## src/rtl/stroke_rasterizer_if.sv

```systemverilog
// rtl/stroke_rasterizer_if.sv - segment request, status and pixel port bundle for stroke_rasterizer
interface stroke_rasterizer_if #(
    parameter int COLOR_DEPTH = 9
);
    logic                   start;
    logic [8:0]             x0;
    logic [7:0]             y0;
    logic [8:0]             x1;
    logic [7:0]             y1;
    logic [COLOR_DEPTH-1:0] color;
    logic                   busy;
    logic                   done;
    logic [8:0]             vga_x;
    logic [7:0]             vga_y;
    logic [COLOR_DEPTH-1:0] vga_color;
    logic                   vga_write;

    // Issuing logic: requests segments, watches status and the pixel stream
    modport master (
        output start, x0, y0, x1, y1, color,
        input  busy, done, vga_x, vga_y, vga_color, vga_write
    );

    // Rasterizer side
    modport slave (
        input  start, x0, y0, x1, y1, color,
        output busy, done, vga_x, vga_y, vga_color, vga_write
    );
endinterface

```

## src/rtl/stroke_rasterizer.sv

```systemverilog
// rtl/stroke_rasterizer.sv - Bresenham segment rasterizer emitting one pixel write per clock
module stroke_rasterizer #(
    parameter int SCREEN_WIDTH  = 320,
    parameter int SCREEN_HEIGHT = 240,
    parameter int COLOR_DEPTH   = 9
) (
    input logic                CLOCK_50,
    input logic                reset,
    stroke_rasterizer_if.slave bus
);
    localparam logic [8:0] X_MAX = 9'(SCREEN_WIDTH - 1);
    localparam logic [7:0] Y_MAX = 8'(SCREEN_HEIGHT - 1);

    typedef enum logic [1:0] {S_IDLE, S_SETUP, S_DRAW} state_t;

    state_t                  state_q, state_d;
    logic [8:0]              x0_q, x0_d, x1_q, x1_d;
    logic [7:0]              y0_q, y0_d, y1_q, y1_d;
    logic [COLOR_DEPTH-1:0]  color_q, color_d;
    logic signed [11:0]      dx_q, dx_d, dy_q, dy_d, err_q, err_d;
    logic                    sx_q, sx_d, sy_q, sy_d;
    logic [8:0]              cur_x_q, cur_x_d;
    logic [7:0]              cur_y_q, cur_y_d;
    logic                    busy_q, busy_d, done_q, done_d;
    logic                    vga_write_q, vga_write_d;
    logic [COLOR_DEPTH-1:0]  vga_color_q, vga_color_d;

    logic signed [11:0]      diff_x, diff_y, e2, err_n;

    // The current pixel register doubles as the vga coordinate output, so the
    // coordinates naturally hold their last value between segments.
    assign bus.busy      = busy_q;
    assign bus.done      = done_q;
    assign bus.vga_x     = cur_x_q;
    assign bus.vga_y     = cur_y_q;
    assign bus.vga_color = vga_color_q;
    assign bus.vga_write = vga_write_q;

    // Next-state logic: latch and clamp, derive stepping terms, then walk the line
    always_comb begin
        state_d     = state_q;
        x0_d        = x0_q;
        y0_d        = y0_q;
        x1_d        = x1_q;
        y1_d        = y1_q;
        color_d     = color_q;
        dx_d        = dx_q;
        dy_d        = dy_q;
        sx_d        = sx_q;
        sy_d        = sy_q;
        err_d       = err_q;
        cur_x_d     = cur_x_q;
        cur_y_d     = cur_y_q;
        busy_d      = busy_q;
        done_d      = 1'b0;
        vga_write_d = 1'b0;
        vga_color_d = vga_color_q;
        diff_x      = 12'sd0;
        diff_y      = 12'sd0;
        e2          = 12'sd0;
        err_n       = err_q;

        case (state_q)
            S_IDLE: begin
                if (bus.start) begin
                    x0_d    = (bus.x0 > X_MAX) ? X_MAX : bus.x0;
                    y0_d    = (bus.y0 > Y_MAX) ? Y_MAX : bus.y0;
                    x1_d    = (bus.x1 > X_MAX) ? X_MAX : bus.x1;
                    y1_d    = (bus.y1 > Y_MAX) ? Y_MAX : bus.y1;
                    color_d = bus.color;
                    busy_d  = 1'b1;
                    state_d = S_SETUP;
                end
            end
            S_SETUP: begin
                // First pixel is registered here so writes start the next cycle
                diff_x      = $signed({3'b000, x1_q}) - $signed({3'b000, x0_q});
                diff_y      = $signed({4'b0000, y1_q}) - $signed({4'b0000, y0_q});
                dx_d        = diff_x[11] ? -diff_x : diff_x;
                dy_d        = diff_y[11] ? diff_y : -diff_y;
                sx_d        = (x0_q < x1_q);
                sy_d        = (y0_q < y1_q);
                err_d       = dx_d + dy_d;
                cur_x_d     = x0_q;
                cur_y_d     = y0_q;
                vga_color_d = color_q;
                vga_write_d = 1'b1;
                state_d     = S_DRAW;
            end
            S_DRAW: begin
                if (cur_x_q == x1_q && cur_y_q == y1_q) begin
                    busy_d  = 1'b0;
                    done_d  = 1'b1;
                    state_d = S_IDLE;
                end else begin
                    e2 = err_q <<< 1;
                    if (e2 >= dy_q) begin
                        err_n   = err_n + dy_q;
                        cur_x_d = sx_q ? cur_x_q + 9'd1 : cur_x_q - 9'd1;
                    end
                    if (e2 <= dx_q) begin
                        err_n   = err_n + dx_q;
                        cur_y_d = sy_q ? cur_y_q + 8'd1 : cur_y_q - 8'd1;
                    end
                    err_d       = err_n;
                    vga_write_d = 1'b1;
                end
            end
            default: state_d = S_IDLE;
        endcase
    end

    // State and output registers with synchronous reset
    always_ff @(posedge CLOCK_50) begin
        if (reset) begin
            state_q     <= S_IDLE;
            x0_q        <= '0;
            y0_q        <= '0;
            x1_q        <= '0;
            y1_q        <= '0;
            color_q     <= '0;
            dx_q        <= '0;
            dy_q        <= '0;
            sx_q        <= 1'b0;
            sy_q        <= 1'b0;
            err_q       <= '0;
            cur_x_q     <= '0;
            cur_y_q     <= '0;
            busy_q      <= 1'b0;
            done_q      <= 1'b0;
            vga_write_q <= 1'b0;
            vga_color_q <= '0;
        end else begin
            state_q     <= state_d;
            x0_q        <= x0_d;
            y0_q        <= y0_d;
            x1_q        <= x1_d;
            y1_q        <= y1_d;
            color_q     <= color_d;
            dx_q        <= dx_d;
            dy_q        <= dy_d;
            sx_q        <= sx_d;
            sy_q        <= sy_d;
            err_q       <= err_d;
            cur_x_q     <= cur_x_d;
            cur_y_q     <= cur_y_d;
            busy_q      <= busy_d;
            done_q      <= done_d;
            vga_write_q <= vga_write_d;
            vga_color_q <= vga_color_d;
        end
    end
endmodule

```

## src/flat_wrapper.sv

```systemverilog
// flat-port wrapper written by rule: the top's interface ports become plain ports
module stroke_rasterizer_flat 
#(
    parameter int SCREEN_WIDTH  = 320,
    parameter int SCREEN_HEIGHT = 240,
    parameter int COLOR_DEPTH   = 9
)
  (CLOCK_50, reset, bus_start, bus_x0, bus_y0, bus_x1, bus_y1, bus_color, bus_busy, bus_done, bus_vga_x, bus_vga_y, bus_vga_color, bus_vga_write);
  stroke_rasterizer_if #(.COLOR_DEPTH(COLOR_DEPTH)) bus_i ();
  input logic CLOCK_50;
  input logic reset;
  input wire logic [$bits(bus_i.start)-1:0] bus_start;
  input wire logic [$bits(bus_i.x0)-1:0] bus_x0;
  input wire logic [$bits(bus_i.y0)-1:0] bus_y0;
  input wire logic [$bits(bus_i.x1)-1:0] bus_x1;
  input wire logic [$bits(bus_i.y1)-1:0] bus_y1;
  input wire logic [$bits(bus_i.color)-1:0] bus_color;
  output wire logic [$bits(bus_i.busy)-1:0] bus_busy;
  output wire logic [$bits(bus_i.done)-1:0] bus_done;
  output wire logic [$bits(bus_i.vga_x)-1:0] bus_vga_x;
  output wire logic [$bits(bus_i.vga_y)-1:0] bus_vga_y;
  output wire logic [$bits(bus_i.vga_color)-1:0] bus_vga_color;
  output wire logic [$bits(bus_i.vga_write)-1:0] bus_vga_write;
  assign bus_i.start = bus_start;
  assign bus_i.x0 = bus_x0;
  assign bus_i.y0 = bus_y0;
  assign bus_i.x1 = bus_x1;
  assign bus_i.y1 = bus_y1;
  assign bus_i.color = bus_color;
  assign bus_busy = bus_i.busy;
  assign bus_done = bus_i.done;
  assign bus_vga_x = bus_i.vga_x;
  assign bus_vga_y = bus_i.vga_y;
  assign bus_vga_color = bus_i.vga_color;
  assign bus_vga_write = bus_i.vga_write;
  stroke_rasterizer #(.SCREEN_WIDTH(SCREEN_WIDTH), .SCREEN_HEIGHT(SCREEN_HEIGHT), .COLOR_DEPTH(COLOR_DEPTH)) u_core (.CLOCK_50(CLOCK_50), .reset(reset), .bus(bus_i));
endmodule
```

## config.mk

```make
export PLATFORM = sky130hd
export DESIGN_NAME = stroke_rasterizer_flat
export DESIGN_NICKNAME = d
export VERILOG_FILES = /design/src/rtl/stroke_rasterizer_if.sv /design/src/rtl/stroke_rasterizer.sv /design/src/flat_wrapper.sv
export SDC_FILE = /design/constraint.sdc
export NUM_CORES = 1
export LEC_CHECK = 0
export CAP_MARGIN = 0
export CORE_ASPECT_RATIO = 1.2
export CORE_UTILIZATION = 50
export CTS_CLUSTER_SIZE = 8
export DETAILED_ROUTE_END_ITERATION = 7
export PLACE_DENSITY = 0.8
export SYNTH_ARGS = -nofsm -noshare
export SYNTH_HDL_FRONTEND = slang
export SYNTH_SLANG_ARGS = --single-unit
export TNS_END_PERCENT = 10
```

## constraint.sdc

```tcl
create_clock -name CLOCK_50 -period 5.9 [get_ports CLOCK_50]
set_input_delay 1.475 -clock CLOCK_50 [delete_from_list [all_inputs] [get_ports CLOCK_50]]
set_output_delay 1.475 -clock CLOCK_50 [all_outputs]
set_load 0.01 [all_outputs]
```

======== Yosys cells after proc, flatten, opt, wreduce, memory -nomap -nowiden ========
Index checks and enable logic that the tools add are counted.
W data, S select, Z words.
operators by class
  add/sub/neg operators ................... 11
  multipliers ............................. 0
  divide/modulo/power cells ............... 0
  shift-type cells ........................ 0
  muxes and demuxes ....................... 29
  equal/unequal tests ..................... 9
  reductions and logical operators ........ 11
  bitwise gates (word level) .............. 1
  magnitude comparators ................... 8
operator list
  operator               number
  $mux W12               7
  $mux W9                5
  $mux W8                5
  $add A12 B12 Y12       3
  $neg A12 Y12           2
  $pmux W12 S2           1
  $gt A9 B9 Y1 const B   2
  $pmux W9 S2            1
  $gt A8 B8 Y1 const B   2
  $pmux W8 S2            1
  $ge A12 B12 Y1         1
  $le A12 B12 Y1         1
  $sub A9 B9 Y10         1
  $add A9 B1 Y9 const B  1
  $eq A9 B9 Y1           1
  $lt A9 B9 Y1           1
  $reduce_and A3 Y1      3
  $sub A8 B8 Y9          1
  $sub A9 B1 Y9 const B  1
  $add A8 B1 Y8 const B  1
  $eq A8 B8 Y1           1
  $lt A8 B8 Y1           1
  $sub A8 B1 Y8 const B  1
  $ne A2 B1 Y1 const B   3
  13 further kinds       22
word-level totals
  memory bits (read-only) ................. 0
  output and inout bits ................... 29
  bits in writable memories ............... 0
  bits of input ports ..................... 46
  register bits after elaboration ......... 112
  memories ................................ 0
  bits in latches ......................... 0

======== Longest topological paths before layout ========
Gate-level depths: netlist of the first run.
  depth in word-level cells ............... 8
  depth in mapped cells ................... 19

======== Least setup slack after synthesis of the first run ========
OpenSTA, ideal clock, no wires.
  path kind ............................... reg2reg
  start ................................... reg u_core.dy_q[2]
  end ..................................... reg u_core.err_q[10]
  cell stages (with the launch flop) ...... 18
  data required time ...................... 5.825 ns
  setup slack ............................. 1.821 ns
  period minus slack after synthesis ...... 4.079 ns
  library setup time ...................... 0.075 ns
  buffers on the path ..................... 0
  data arrival time ....................... 4.004 ns
  cell sequence ........................... dfxtp_1 > inv_1 > ha_1 > and4b_1 > a211o_1 > a31oi_4 > mux2i_4 > mux2_2 > ha_1 > fa_1 > a211oi_1 > o21ba_2 > o31ai_1 > xnor2_1 > nor2_1 > xnor2_1 > o32a_1 > a31oi_1
between the ends
  cells in the longest elaborated chain, start to end .. 8
  elaborated cells on any way between the ends .. 9
  classes of those cells .................. add/sub: 2; order compare: 1; mux: 6
RTL lines
  element                                             RTL line                                          source
  from (decl)                                         stroke_rasterizer.sv:20                           logic signed [11:0] dx_q, dx_d, dy_q, dy_d, err_q, err_d;
  from (signal assigned)                              stroke_rasterizer.sv:141                          dy_q <= dy_d;
  $add A12 B12 Y12 or $ge A12 B12 Y1 (tied branches)  stroke_rasterizer.sv:98, stroke_rasterizer.sv:97
  $mux W12 *                                          stroke_rasterizer.sv:97                           if (e2 >= dy_q) begin
  $mux W12 *                                          stroke_rasterizer.sv:91                           if (cur_x_q == x1_q && cur_y_q == y1_q) begin
  $mux W12 *                                          stroke_rasterizer.sv:63                           case (state_q)
  $add A12 B12 Y12                                    stroke_rasterizer.sv:102                          err_n = err_n + dx_q;
  $mux W12 *                                          stroke_rasterizer.sv:101                          if (e2 <= dx_q) begin
  $mux W12 *                                          stroke_rasterizer.sv:91
  $pmux W12 S2 *                                      stroke_rasterizer.sv:63
  to (signal assigned)                                stroke_rasterizer.sv:144                          err_q <= err_d;
  to (decl)                                           stroke_rasterizer.sv:20
Mark *: on every way between the ends. The rest lies on a longest branch, timed or not. The select of a mux whose other input is x is not followed.
A chain may end at the register's enable or synchronous reset.

======== Worst setup path after layout of the first run ========
  start ................................... reg u_core.dy_q[1]
  end ..................................... reg u_core.err_q[10]
Same word-level chain as after synthesis.

==> results of run 1 <==
-- layout by cell type, fill, tap and decap left out, types with 30 or more instances in the layout --
cell and count:
a211oi_1 30, a21oi_1 71, clkdlybuf4s50_1 73, dfxtp_1 111
ha_1 87, inv_1 69, mux2i_1 32, nand2_1 89
nor2_1 88, o21ai_0 31, xnor2_1 53
-- stage by stage --
| stage | setup WS, ns | instance area [µm²] | util, % | hold slack, ns |
|---|---|---|---|---|
| 3_5_place_dp | 1.20 | 9030 | 57.3 | 0.442 |
| 5_1_grt | 0.848 | 9320 | 59.1 | 0.471 |
| 2_1_floorplan | 1.82 | 8170 | - | 0.424 |
| 3_3_place_gp | 1.34 | 9030 | 57.3 | 0.438 |
| 6_report | 1.19 | 9320 | 59.1 | 0.448 |
| 4_1_cts | 1.19 | 9320 | 59.1 | 0.454 |
-- kinds of logic (layout without fill, tap and decap cells) --
| logic type | after synthesis | count (layout) | synth area share, % |
|---|---|---|---|
| buffers and inverters | 110 | 165 | 5.21 |
| multiplexers | 41 | 41 | 5.30 |
| AND/OR/NAND/NOR | 280 | 280 | 16.2 |
| AO/OA/AOI/OAI | 266 | 266 | 23.2 |
| adder cells (fa/ha/maj) | 94 | 94 | 15.0 |
| XOR/XNOR | 73 | 73 | 7.83 |
| flip-flops | 111 | 111 | 27.2 |
-- metal layers --
layer	track usage, %	up-vias
met5	0	-
met2	43.9	210
met1	31.2	3453
met4	13.1	0
li1	-	3593
met3	3.04	44
-- state kept, by name (all words and copies together), names as in the netlist --
name and count:
u_core.y0_q 8, u_core.dy_q 12, u_core.bus.done 1, u_core.x1_q 9, u_core.err_q 11, u_core.color_q 9
u_core.bus.vga_write 1, u_core.bus.vga_color 9, u_core.dx_q 12, u_core.state_q 2, u_core.sx_q 1, u_core.x0_q 9
u_core.bus.vga_y 8, u_core.y1_q 8, u_core.bus.vga_x 9, u_core.sy_q 1, u_core.bus.busy 1
-- power groups by stage --
stage               Combinational [mW]  Sequential, mW  Clock, mW
floorplan                         2.24           0.977          0
global placement                  2.76            1.00          0
detailed placement                2.84            1.01          0
CTS                               2.86           0.992      0.619
global route                      3.17            1.01      0.648
finish                            2.88           0.994      0.617
-- how the worst max path moves through the flow --
stage | from | endpoint | slack, ns | cells after the start
after floorplan | u_core.dy_q[2] | u_core.err_q[10] | 1.82 | 17
after global placement | u_core.dy_q[2] | u_core.err_q[10] | 1.34 | 17
after detailed placement | u_core.dy_q[1] | u_core.err_q[10] | 1.20 | 17
after CTS | u_core.dy_q[1] | u_core.err_q[10] | 1.19 | 17
after global routing | u_core.y1_q[0] | u_core.err_q[9] | 0.85 | 18
final | u_core.dy_q[1] | u_core.err_q[10] | 1.19 | 17
-- worst min-delay path: stages (launching register included) --
cell     delay [ns]
dfxtp_1        0.30
inv_1          0.06
nor3_1         0.05
-- layout make-up --
type | instances | share of cell area [%]
Timing Repair Buffer | 78 | 8.21
Tap cell | 208 | 2.79
Clock inverter | 7 | 0.711
Inverter | 71 | 2.86
Clock buffer | 9 | 2.42
Multi-Input combinational cell | 754 | 59.2
Sequential cell | 111 | 23.8
==> results.cfg, run 1 <==
[outcome]
outcome = finished clean

[critical_path]
critPathBufInv = 1
arrival_ns = 5.00
path_class = flop to flop
rrSetupSlack_ns = 1.19
rr_startpoint = u_core.dy_q[1]
reg2reg_to = u_core.err_q[10]
cp-start-kind = flop
critPathMaxFanout = 17
critical-path-max-stage-delay_ns = 0.59
timing.critical_path.to_type = flop
crit_family = compound AO/OA/AOI/OAI gates
critPathRequiredTime_ns = 6.19
crit_chain = inv_1, ha_1, and4b_1, a211o_1, a31oi_4, mux2i_4, mux2_2, ha_1, fa_1, a211oi_1, o21ba_2, o31ai_1, xnor2_1, nor2_1, xnor2_1, o32a_1, a31oi_1
reg2regPathDepth = 17
cpMaxStageDelayCell = mux2i_4

[clock_tree]
holdBufCountCts = 0
post_cts_buffers = 0
cts_resized = 0
cts_tree = yes
clk_latency_ns = 0.37
cts_buffer_depth = 2
h-tree-depth = 3
cts_buffers = 9
path_clk_slew_ns = 0.08
clkSinkCount = 111
root_buffer = clkbuf_16

[global_route]
grt_overflow = 0
antenna_found_initial = 0
grt_usage_pct = 25.5
grt_start_max_net_pins = 85
grt_pass1_vias = 6953
grt_first_pass_wirelength_um = 34100

[route]
via_count = 7300
ant_nets = 0
wire_per_inst_um = 17.1
remaining_drc_errors = 0
routed.top_layer = met4
drtIter0Drc = 432
dr.pass1.iters = 5
wl_met3_um = 928
wl_met1_um = 9510
drt_wl_total_um = 21200
wl_met2_um = 9990
vias_per_cell = 5.90

[placement]
dp_hpwl_um = 15900
placed_cells = 1222
place_congestion = 0.863
port_buffers = 74

[yosys]
synth_seq_area_share_pct = 27.2
synth_nets = 1115
ys_seq_elements = 111
synth-main-ff-cell = dfxtp_1
synth_area_per_cell_um2 = 8.37
syn_area_um2 = 8170
synth_edf_count = 0
yosysWarnings = 0
yosys.area.top_type = dfxtp_1
synth_common_cells = dfxtp_1, nand2_1, nor2_1
yosysTopAreaCellShare_pct = 27.2
synthTopCellsByArea = dfxtp_1, ha_1, xnor2_1
async_reset_ff_share_pct = 0
synth_most_common_cell = dfxtp_1
synth.distinct_cells = 73
postSynthCellCount = 975

[job]
drv_cap = 0

[floorplanning]
die_h_um = 142
die-area_um2 = 16800
coreArea_um2 = 15800
rows = 50
chipWidth_um = 119
ioPinCount = 75
initial_core_util_pct = 51.8

[timing]
fin_worst_skew_ns = 0.00933
slew_headroom_pct = 26.3
min_period_over_period_pct = 79.9
setup_viol = 0
final_max_slew_viol_count = 0
fmax_mhz = 212
final_hold_viol_count = 0
tightestPinTransition_ns = 1.10
period_minus_slack_ns = 4.71
setup_tns_ns = 0
rsz0062_at_grt = false

[cells_and_area]
n_fill_cell = 1439
multi_input_area_um2 = 5520
final_net_count = 1165
num_antenna_cells = 0
areaGrowthSynthToFinish_pct = 14.2
drive_gt1_share_pct = 6.41
fin_cells = 1238
seq_area_um2 = 2220

[worst_hold_path]
holdPathEnd = u_core.dx_q[11]
min_path_type = flop to flop
holdCritStartpoint = u_core.dx_q[11]
min_path_cells = 2

[power_and_ir_drop]
swShare_pct = 46.4
power_frac_clock_pct = 13.7
p_comb_share_pct = 64.1
p_switching_mw = 2.08
p_per_area_nw_per_um2 = 482
p_leak_nw = 3.80
power_mw = 4.49
intPower_mw = 2.40
seq_power_share_pct = 22.1
ir_drop_mv = 0.237
(Power assumes the default switching activity.)
==> run 2, diff against run 1 <==
- clock period: 5.9 -> 4.7 ns (I/O delays scaled with it)
==> results.cfg, run 2 (synthesis gave the netlist of run 1 again) <==
[cells_and_area]
layout_common_cells = dfxtp_1, nand2_1, nor2_1, ha_1, clkdlybuf4s50_1
fin_cells = 1241
multi_input_area_um2 = 5530
finalInstanceArea_um2 = 9350
final_net_count = 1168
drive_gt1_share_pct = 6.78
num_antenna_cells = 0
n_fill_cell = 1418
seq_area_um2 = 2220
largestRegisters = u_core.dx_q: 12 flops, u_core.dy_q: 12 flops, u_core.err_q: 11 flops
final_common_cell = dfxtp_1
areaGrowthSynthToFinish_pct = 14.5

[global_route]
grt_usage_pct = 25.6
antenna_found_initial = 0
grt_first_pass_wirelength_um = 34300
grt_start_max_net_pins = 85
grt_pass1_vias = 6899
grt_overflow = 0

[power_and_ir_drop]
p_per_area_nw_per_um2 = 607
p_leak_nw = 3.82
ir_drop_mv = 0.349

[critical_path]
timing.critical_path.to_type = flop
critical-path-max-stage-delay_ns = 0.44
path_class = flop to flop
crit_path_start = u_core.dy_q[2]
reg2regPathDepth = 17
arrival_ns = 4.77
reg2reg_to = u_core.err_q[10]
critPathMaxFanout = 3
rrSetupSlack_ns = 0.22
rr_startpoint = u_core.dy_q[2]
critPathRequiredTime_ns = 4.99
cpMaxStageDelayCell = fa_1
cp-endpoint = u_core.err_q[10]
critPathBufInv = 1
crit_chain = inv_1, ha_1, and4b_1, a211o_1, a31oi_4, mux2i_4, mux2_2, ha_1, fa_1, a211oi_1, o21ba_2, o31ai_1, xnor2_1, nor2_1, xnor2_1, o32a_1, a31oi_1
crit_family = compound AO/OA/AOI/OAI gates
cp-start-kind = flop
path_depth = 17

[placement]
dp_hpwl_um = 15800
place_area_um2 = 9050
port_buffers = 74
placed_cells = 1225
place_congestion = 0.913

[timing]
period_minus_slack_ns = 4.48
fmax_mhz = 223
setup_tns_ns = 0
rsz0062_at_grt = false
final_max_slew_viol_count = 0
min_period_over_period_pct = 95.4
setup_viol = 0
final_hold_viol_count = 0
slew_headroom_pct = 29.4
whs_ns = 0.456
tightestPinTransition_ns = 1.06
fin_worst_skew_ns = 0.00815

[route]
remaining_drc_errors = 0
dr.pass1.iters = 5
vias_per_cell = 5.83
drtIter0Drc = 463
ant_nets = 0
wire_per_inst_um = 16.9
drt_wl_total_um = 20900
via_count = 7232

[floorplanning]
ioPinCount = 75
chipWidth_um = 119
coreArea_um2 = 15800
die-area_um2 = 16800
rows = 50
initial_core_util_pct = 51.8
die_h_um = 142

[clock_tree]
cts_buffer_depth = 2
post_cts_buffers = 0
clk_latency_ns = 0.37
h-tree-depth = 3
root_buffer = clkbuf_16
cts_tree = yes
clkSinkCount = 111
path_clk_slew_ns = 0.08
cts_buffers = 9

[outcome]
outcome = finished clean

[worst_hold_path]
min_path_type = flop to flop
min_path_cells = 2

[job]
drv_cap = 0
-- run 2: layer usage --
layer / routed length (µm) / track usage [%] / up-vias
met2: 9830 / 43.6 / 209
met1: 9350 / 32.3 / 3359
met4: 768 / 11.4 / 0
li1: - / - / 3620
met5: 0 / 0 / -
met3: 990 / 3.65 / 44
-- run 2: tightest hold or removal path: cells and delay by family (launching register included) --
family | cells | cell delay (ns)
AND/OR/NAND/NOR | 1 | 0.05
flip-flops | 1 | 0.31
AO/OA/AOI/OAI | 1 | 0.05
-- run 2: layout make-up --
type / instances / share of cell area, %
Inverter: 71 / 2.85
Timing Repair Buffer: 81 / 8.43
Tap cell: 208 / 2.78
Clock buffer: 9 / 2.41
Sequential cell: 111 / 23.8
Clock inverter: 7 / 0.669
Multi-Input combinational cell: 754 / 59.1
-- run 2: worst min-delay path by stage --
stage	from	end	slack, ns
after CTS	u_core.color_q[2]	u_core.color_q[2]	0.46
final	u_core.color_q[8]	u_core.color_q[8]	0.46
after detailed placement	u_core.color_q[2]	u_core.color_q[2]	0.45
after global routing	u_core.color_q[8]	u_core.color_q[8]	0.47
after floorplan	u_core.dx_q[11]	u_core.dx_q[11]	0.42
after global placement	u_core.color_q[1]	u_core.color_q[1]	0.44
-- run 2: power by group --
part	internal, mW	switching, mW
clock network	0.374	0.406
logic	1.60	2.04
registers	1.08	0.176
-- run 2: timing repair --
item                                    4_1_cts  5_1_grt
endpoints found under the setup margin        0        1
hold buffers                                  0        0
gates resized for setup                       0        1
-- run 2: per-stage QoR --
stage                     worst slack, ns  util (%)  total power [mW]
after floorplan                     0.621         -              4.04
after global placement              0.451      57.4              4.75
after detailed placement            0.276      57.4              4.84
after CTS                           0.256      59.3              5.64
after global routing               0.0931      59.3              6.13
final                               0.216      59.3              5.67
==> RTL edit 1 (config.mk and constraints of run 1) <==
`COLOR_DEPTH` is set to 9 in 3 places; all go to 18.
--- a/src/rtl/stroke_rasterizer_if.sv
+++ b/src/rtl/stroke_rasterizer_if.sv
@@ -1,5 +1,5 @@
 // rtl/stroke_rasterizer_if.sv - segment request, status and pixel port bundle for stroke_rasterizer
 interface stroke_rasterizer_if #(
-    parameter int COLOR_DEPTH = 9
+    parameter int COLOR_DEPTH = 18
 );
     logic                   start;
--- a/src/rtl/stroke_rasterizer.sv
+++ b/src/rtl/stroke_rasterizer.sv
@@ -3,5 +3,5 @@
     parameter int SCREEN_WIDTH  = 320,
     parameter int SCREEN_HEIGHT = 240,
-    parameter int COLOR_DEPTH   = 9
+    parameter int COLOR_DEPTH   = 18
 ) (
     input logic                CLOCK_50,
--- a/src/flat_wrapper.sv
+++ b/src/flat_wrapper.sv
@@ -4,5 +4,5 @@
     parameter int SCREEN_WIDTH  = 320,
     parameter int SCREEN_HEIGHT = 240,
-    parameter int COLOR_DEPTH   = 9
+    parameter int COLOR_DEPTH   = 18
 )
   (CLOCK_50, reset, bus_start, bus_x0, bus_y0, bus_x1, bus_y1, bus_color, bus_busy, bus_done, bus_vga_x, bus_vga_y, bus_vga_color, bus_vga_write);
Interface: changed (resized bus_color and bus_vga_color); port bits go from 75 to 93. The function was not compared with the original's and may differ.
==> RTL edit 1 against run 1 <==
Design area increased by 12%; routed wire length increased by 7.6%; synthesized cell count increased by 9.3%; sequential cell count increased by 18; non-clock buffer count increased by 21; synthesized area increased by 7.6%; utilization increased by 1.9 points; worst setup slack improved by 0.31 ns; combinational power decreased by 6%; power increased by 8.2%; clock power increased by 65%; maximum frequency increased by 7.1%.
==> RTL edit 1: results (changes against run 1) <==
=================================================================================================================
Status ............................................................................................. finished, final reports clean
Maximum ir drop on the vdd rail ....................................................................    0.2668 mV   +12%
Post-Synthesis Net Count ...........................................................................         1215   +9.0%
Largest net degree at the start of global routing ..................................................           97   +14%
Headroom to the max-slew limit .....................................................................       30.30%   +4.0 points
Total Nets Final ...................................................................................         1286   +10%
Slowest Stage Delay on Critical Path ...............................................................      0.47 ns   -0.12 ns
Total vias in the final route ......................................................................         7867   +7.8%
Global-route wire length before repair .............................................................     37580 µm   +10%
Share of cell area taken by muxes after synthesis ..................................................       6.636%   +1.3 points
Worst setup timing slack at the placement stage ....................................................     1.530 ns   +0.3258 ns
Global-route track usage on met2 ...................................................................       45.51%   +1.6 points
Average detailed-routed wire length per instance ...................................................     16.72 µm   -2.5%
Complex-gate fraction of the synthesized area ......................................................       19.61%   -3.6 points
Detailed Place HPWL ................................................................................     17130 µm   +7.6%
Synth top area cells ............................................................................... dfxtp_1, ha_1, nor2_1, mux2i_1, xnor2_1
Fraction of met3 tracks used by global routing .....................................................       4.969%   +1.9 points
Number of CTS-inserted buffers .....................................................................           17   +8
Final estimated routing congestion in global placement .............................................       0.9153   +6.0%
Arithmetic-cell share of the synthesized area counting full adders, half adders and majority gates .       13.98%   -1.1 points
H-tree depth reported by CTS .......................................................................            4   +1
Global routing usage summed across all routing layers ..............................................       26.45%   +1.0 points
Critical Path Fanout Max ...........................................................................           10   -7
Drt first-iter violations ..........................................................................          418   -3.2%
Share of final-layout standard cells stronger than drive strength 1 ................................       5.304%   -1.1 points
Worst hold slack ...................................................................................    0.4469 ns   -0.001015 ns
CP Data Arrival Time ...............................................................................      4.72 ns   -0.28 ns
M1 GR Usage ........................................................................................       31.14%   -0.086 points
=================================================================================================================
## RTL edit 1: cell types whose count changed in the layout (fill, tap and decap cells not counted), moves of 9 or more
cell and delta:
nor2_1 +49, o221a_2 -21, mux2i_1 +15, a211oi_1 +9, a21oi_1 +16, nor3_1 +15, dfxtp_1 +18, clkdlybuf4s50_1 +18
## RTL edit 1: logic make-up (layout without fill, tap and decap cells)
| logic type | after synthesis | count (layout) |
|---|---|---|
| xor+xnor | 73 | 73 |
| flops | 129 | 129 |
| fa+ha+maj | 94 | 94 |
| mux | 57 | 57 |
| buf+inv | 120 | 204 |
| simple gates | 334 | 334 |
| compound gates | 259 | 259 |
## RTL edit 1: worst paths after layout
path,endpoint,cells past startpoint
hold / removal,u_core.dx_q[11],2
setup reg to reg,u_core.err_q[9],17
setup / recovery,u_core.err_q[9],17
hold reg to reg,u_core.dx_q[11],2
## RTL edit 1: power groups by stage
stage | logic, mW | clock network, mW | registers (mW)
floorplan | 2.05 | 0 | 1.11
global placement | 2.61 | 0 | 1.13
detailed placement | 2.66 | 0 | 1.14
CTS | 2.69 | 1.03 | 1.12
global route | 2.98 | 1.07 | 1.14
finish | 2.71 | 1.02 | 1.13
## RTL edit 1: worst min-delay path, cell delays in order (launching register included)
cell     delay [ns]
dfxtp_1        0.30
inv_1          0.06
nor3_1         0.05
## RTL edit 1: area by class of cell
class / count / area, µm²
multi-input combinational: 817 / 5739
sequential: 129 / 2582
clock buffer: 17 / 425.4
clock inverter: 15 / 140.1
timing repair buffer: 99 / 970.9
inverter: 73 / 274.0
tap: 216 / 270.3
fill: 1478 / 6644
## RTL edit 1: layer usage
metal,up-vias,wire [µm]
li1,3891,-
met1,3693,9651
met2,221,11130
met3,62,1125
met4,0,926
met5,-,0
## RTL edit 1: metrics by stage
| step | cells | instance area, µm² | utilization, % | power [mW] |
|---|---|---|---|---|
| after global placement | 1334 | 9837 | 57.71 | 3.746 |
| after CTS | 1366 | 10400 | 61.02 | 4.840 |
| after global routing | 1366 | 10400 | 61.02 | 5.197 |
| after floorplan | 1066 | 8786 | - | 3.160 |
| final | 1366 | 10400 | 61.02 | 4.857 |
| after detailed placement | 1334 | 9837 | 57.71 | 3.802 |
==> RTL edit 2 (config.mk and constraints of run 1) <==
Made on the original files. Encoding of `state_t`: now one-hot (3 bits for 3 states).
--- a/src/rtl/stroke_rasterizer.sv
+++ b/src/rtl/stroke_rasterizer.sv
@@ -12,5 +12,5 @@
     localparam logic [7:0] Y_MAX = 8'(SCREEN_HEIGHT - 1);
 
-    typedef enum logic [1:0] {S_IDLE, S_SETUP, S_DRAW} state_t;
+    typedef enum logic [2:0] {S_IDLE = 3'b001, S_SETUP = 3'b010, S_DRAW = 3'b100} state_t;
 
     state_t                  state_q, state_d;
Behaviour: same outputs for any inputs over 4 cycles, from zero or initial values and one cycle with reset high; so few cycles prove little.
==> RTL edit 2 against run 1 <==
Sequential cell count increased by 1; synthesized area shrank 1.4%; hold slack better by 0.0049 ns; routed wire length decreased by 0.60%; worst setup slack worse by 0.097 ns; design area decreased by 0.81%; clock skew fell by 0.0026 ns; maximum frequency shrank 2.0%; count of clock-buffer cells in the layout is 1 higher; critical path type unchanged.
Power is not compared: it rests on default switching activity, and its combinational part moved more than twofold at a synthesized area within 25%.
==> RTL edit 2: results (changes against run 1) <==
=================================================================================================================
Status ............................................................................................. finished, final reports clean
M1 GR Usage ........................................................................................       32.15%   +0.93 points
Share of final-layout standard cells stronger than drive strength 1 ................................       7.067%   +0.66 points
Number of antenna violations at the first check in global routing ..................................            0   unchanged
Number of distinct standard cells referenced by the synthesized netlist ............................           83   +14%
Total length of routed wires .......................................................................     21090 µm   -0.60%
M1 wire length .....................................................................................      9016 µm   -5.2%
Parity-gate share of the synthesized area counting xor and xnor cells ..............................       8.380%   +0.55 points
Drt first-iter violations ..........................................................................          448   +3.7%
Clock buf count ....................................................................................           10   +1
Part of the Yosys area used for sequential elements ................................................       27.86%   +0.65 points
Share of cell area taken by muxes after synthesis ..................................................       2.410%   -2.9 points
Average detailed-routed wire length per instance ...................................................     16.99 µm   -0.84%
Avg Synthesized Cell Area ..........................................................................    8.229 µm²   -1.7%
# resized after CTS ................................................................................            0   unchanged
Area post-placement ................................................................................ 0.008956 mm²   -0.84%
Total non-filler cell area in the finished layout .................................................. 0.009249 mm²   -0.81%
Arithmetic-cell share of the synthesized area counting full adders, half adders and majority gates .       14.80%   -0.25 points
Total vias in the final route ......................................................................         7385   +1.2%
Total of plain and repair buffers excluding clock buffers ..........................................           82   +5.1%
Critical Path Fanout Max ...........................................................................           10   -7
Complex-gate fraction of the synthesized area ......................................................       23.41%   +0.18 points
Cell types with the highest counts after synthesis ................................................. nand2_1, dfxtp_1, ha_1
Met3 WL ............................................................................................      1184 µm   +28%
Total of fill cells in the finished design .........................................................         1389   -3.5%
Sequential cell count ..............................................................................          112   +0.90%
Global-route track usage on met2 ...................................................................       44.15%   +0.29 points
Share of final layout cell area taken by clock buffers and inverters ...............................       3.166%   +0.039 points
Worst Tran Pin Value ...............................................................................     1.140 ns   +0.03601 ns
#MultiIn Comb ......................................................................................          759   +0.66%
Global routing usage summed across all routing layers ..............................................       25.83%   +0.38 points
Met2 wire length ...................................................................................     10050 µm   +0.68%
Master of the slowest instance on the critical path ................................................       nor3_2
Storage cell area .................................................................................. 0.002242 mm²   +0.90%
Global-route wire length before repair .............................................................     34600 µm   +1.6%
Via count of the first global-routing pass .........................................................         7053   +1.4%
CP Data Arrival Time ...............................................................................      5.07 ns   +0.07 ns
Later-pin clock latency in the skew report .........................................................      0.36 ns
Final estimated routing congestion in global placement .............................................       0.9089   +5.3%
Synth top area cells ............................................................................... dfxtp_1, ha_1, nand2_1, xnor2_1, a21oi_1
Signal inverters ...................................................................................           66   -7.0%
Area of the multi-input gates ...................................................................... 0.005410 mm²   -2.0%
IO buf count .......................................................................................           74   unchanged
Fraction of met3 tracks used by global routing .....................................................       3.519%   +0.47 points
Non-clock buffering overhead .......................................................................       8.604%   +0.39 points
Worst setup timing slack at the placement stage ....................................................     1.192 ns   -0.01241 ns
Slowest Stage Delay on Critical Path ...............................................................      0.53 ns   -0.06 ns
Detailed Place HPWL ................................................................................     15600 µm   -2.0%
Worst clock skew on the final layout ...............................................................  0.006700 ns   -0.002631 ns
Largest net degree at the start of global routing ..................................................           77   -9.4%
=================================================================================================================
[RTL edit 2: cell count changes after synthesis, sizes merged, moves of 6 or more]
cell | before | now
nand2 | 89 | 121
mux2i | 33 | 10
nor2 | 88 | 68
nor3 | 13 | 27
a211oi | 30 | 19
a21oi | 72 | 82
a211o | 10 | 2
nor2b | 15 | 8
o21ai | 40 | 46
xor2 | 20 | 26
[RTL edit 2: report_power, final]
group | total [mW] | internal [mW] | switching, mW
Combinational | 1.39 | 0.594 | 0.800
Sequential | 0.834 | 0.793 | 0.0407
Clock | 0.627 | 0.338 | 0.289
Total | 2.86 | 1.73 | 1.13
[RTL edit 2: worst paths after layout]
path / start / cells past startpoint / slack (ns) / end
max: u_core.y1_q[0] / 18 / 1.09 / u_core.err_q[9]
min: u_core.color_q[5] / 2 / 0.45 / u_core.bus.vga_color[5]
max reg2reg: u_core.y1_q[0] / 18 / 1.09 / u_core.err_q[9]
min reg2reg: u_core.color_q[5] / 2 / 0.45 / u_core.bus.vga_color[5]
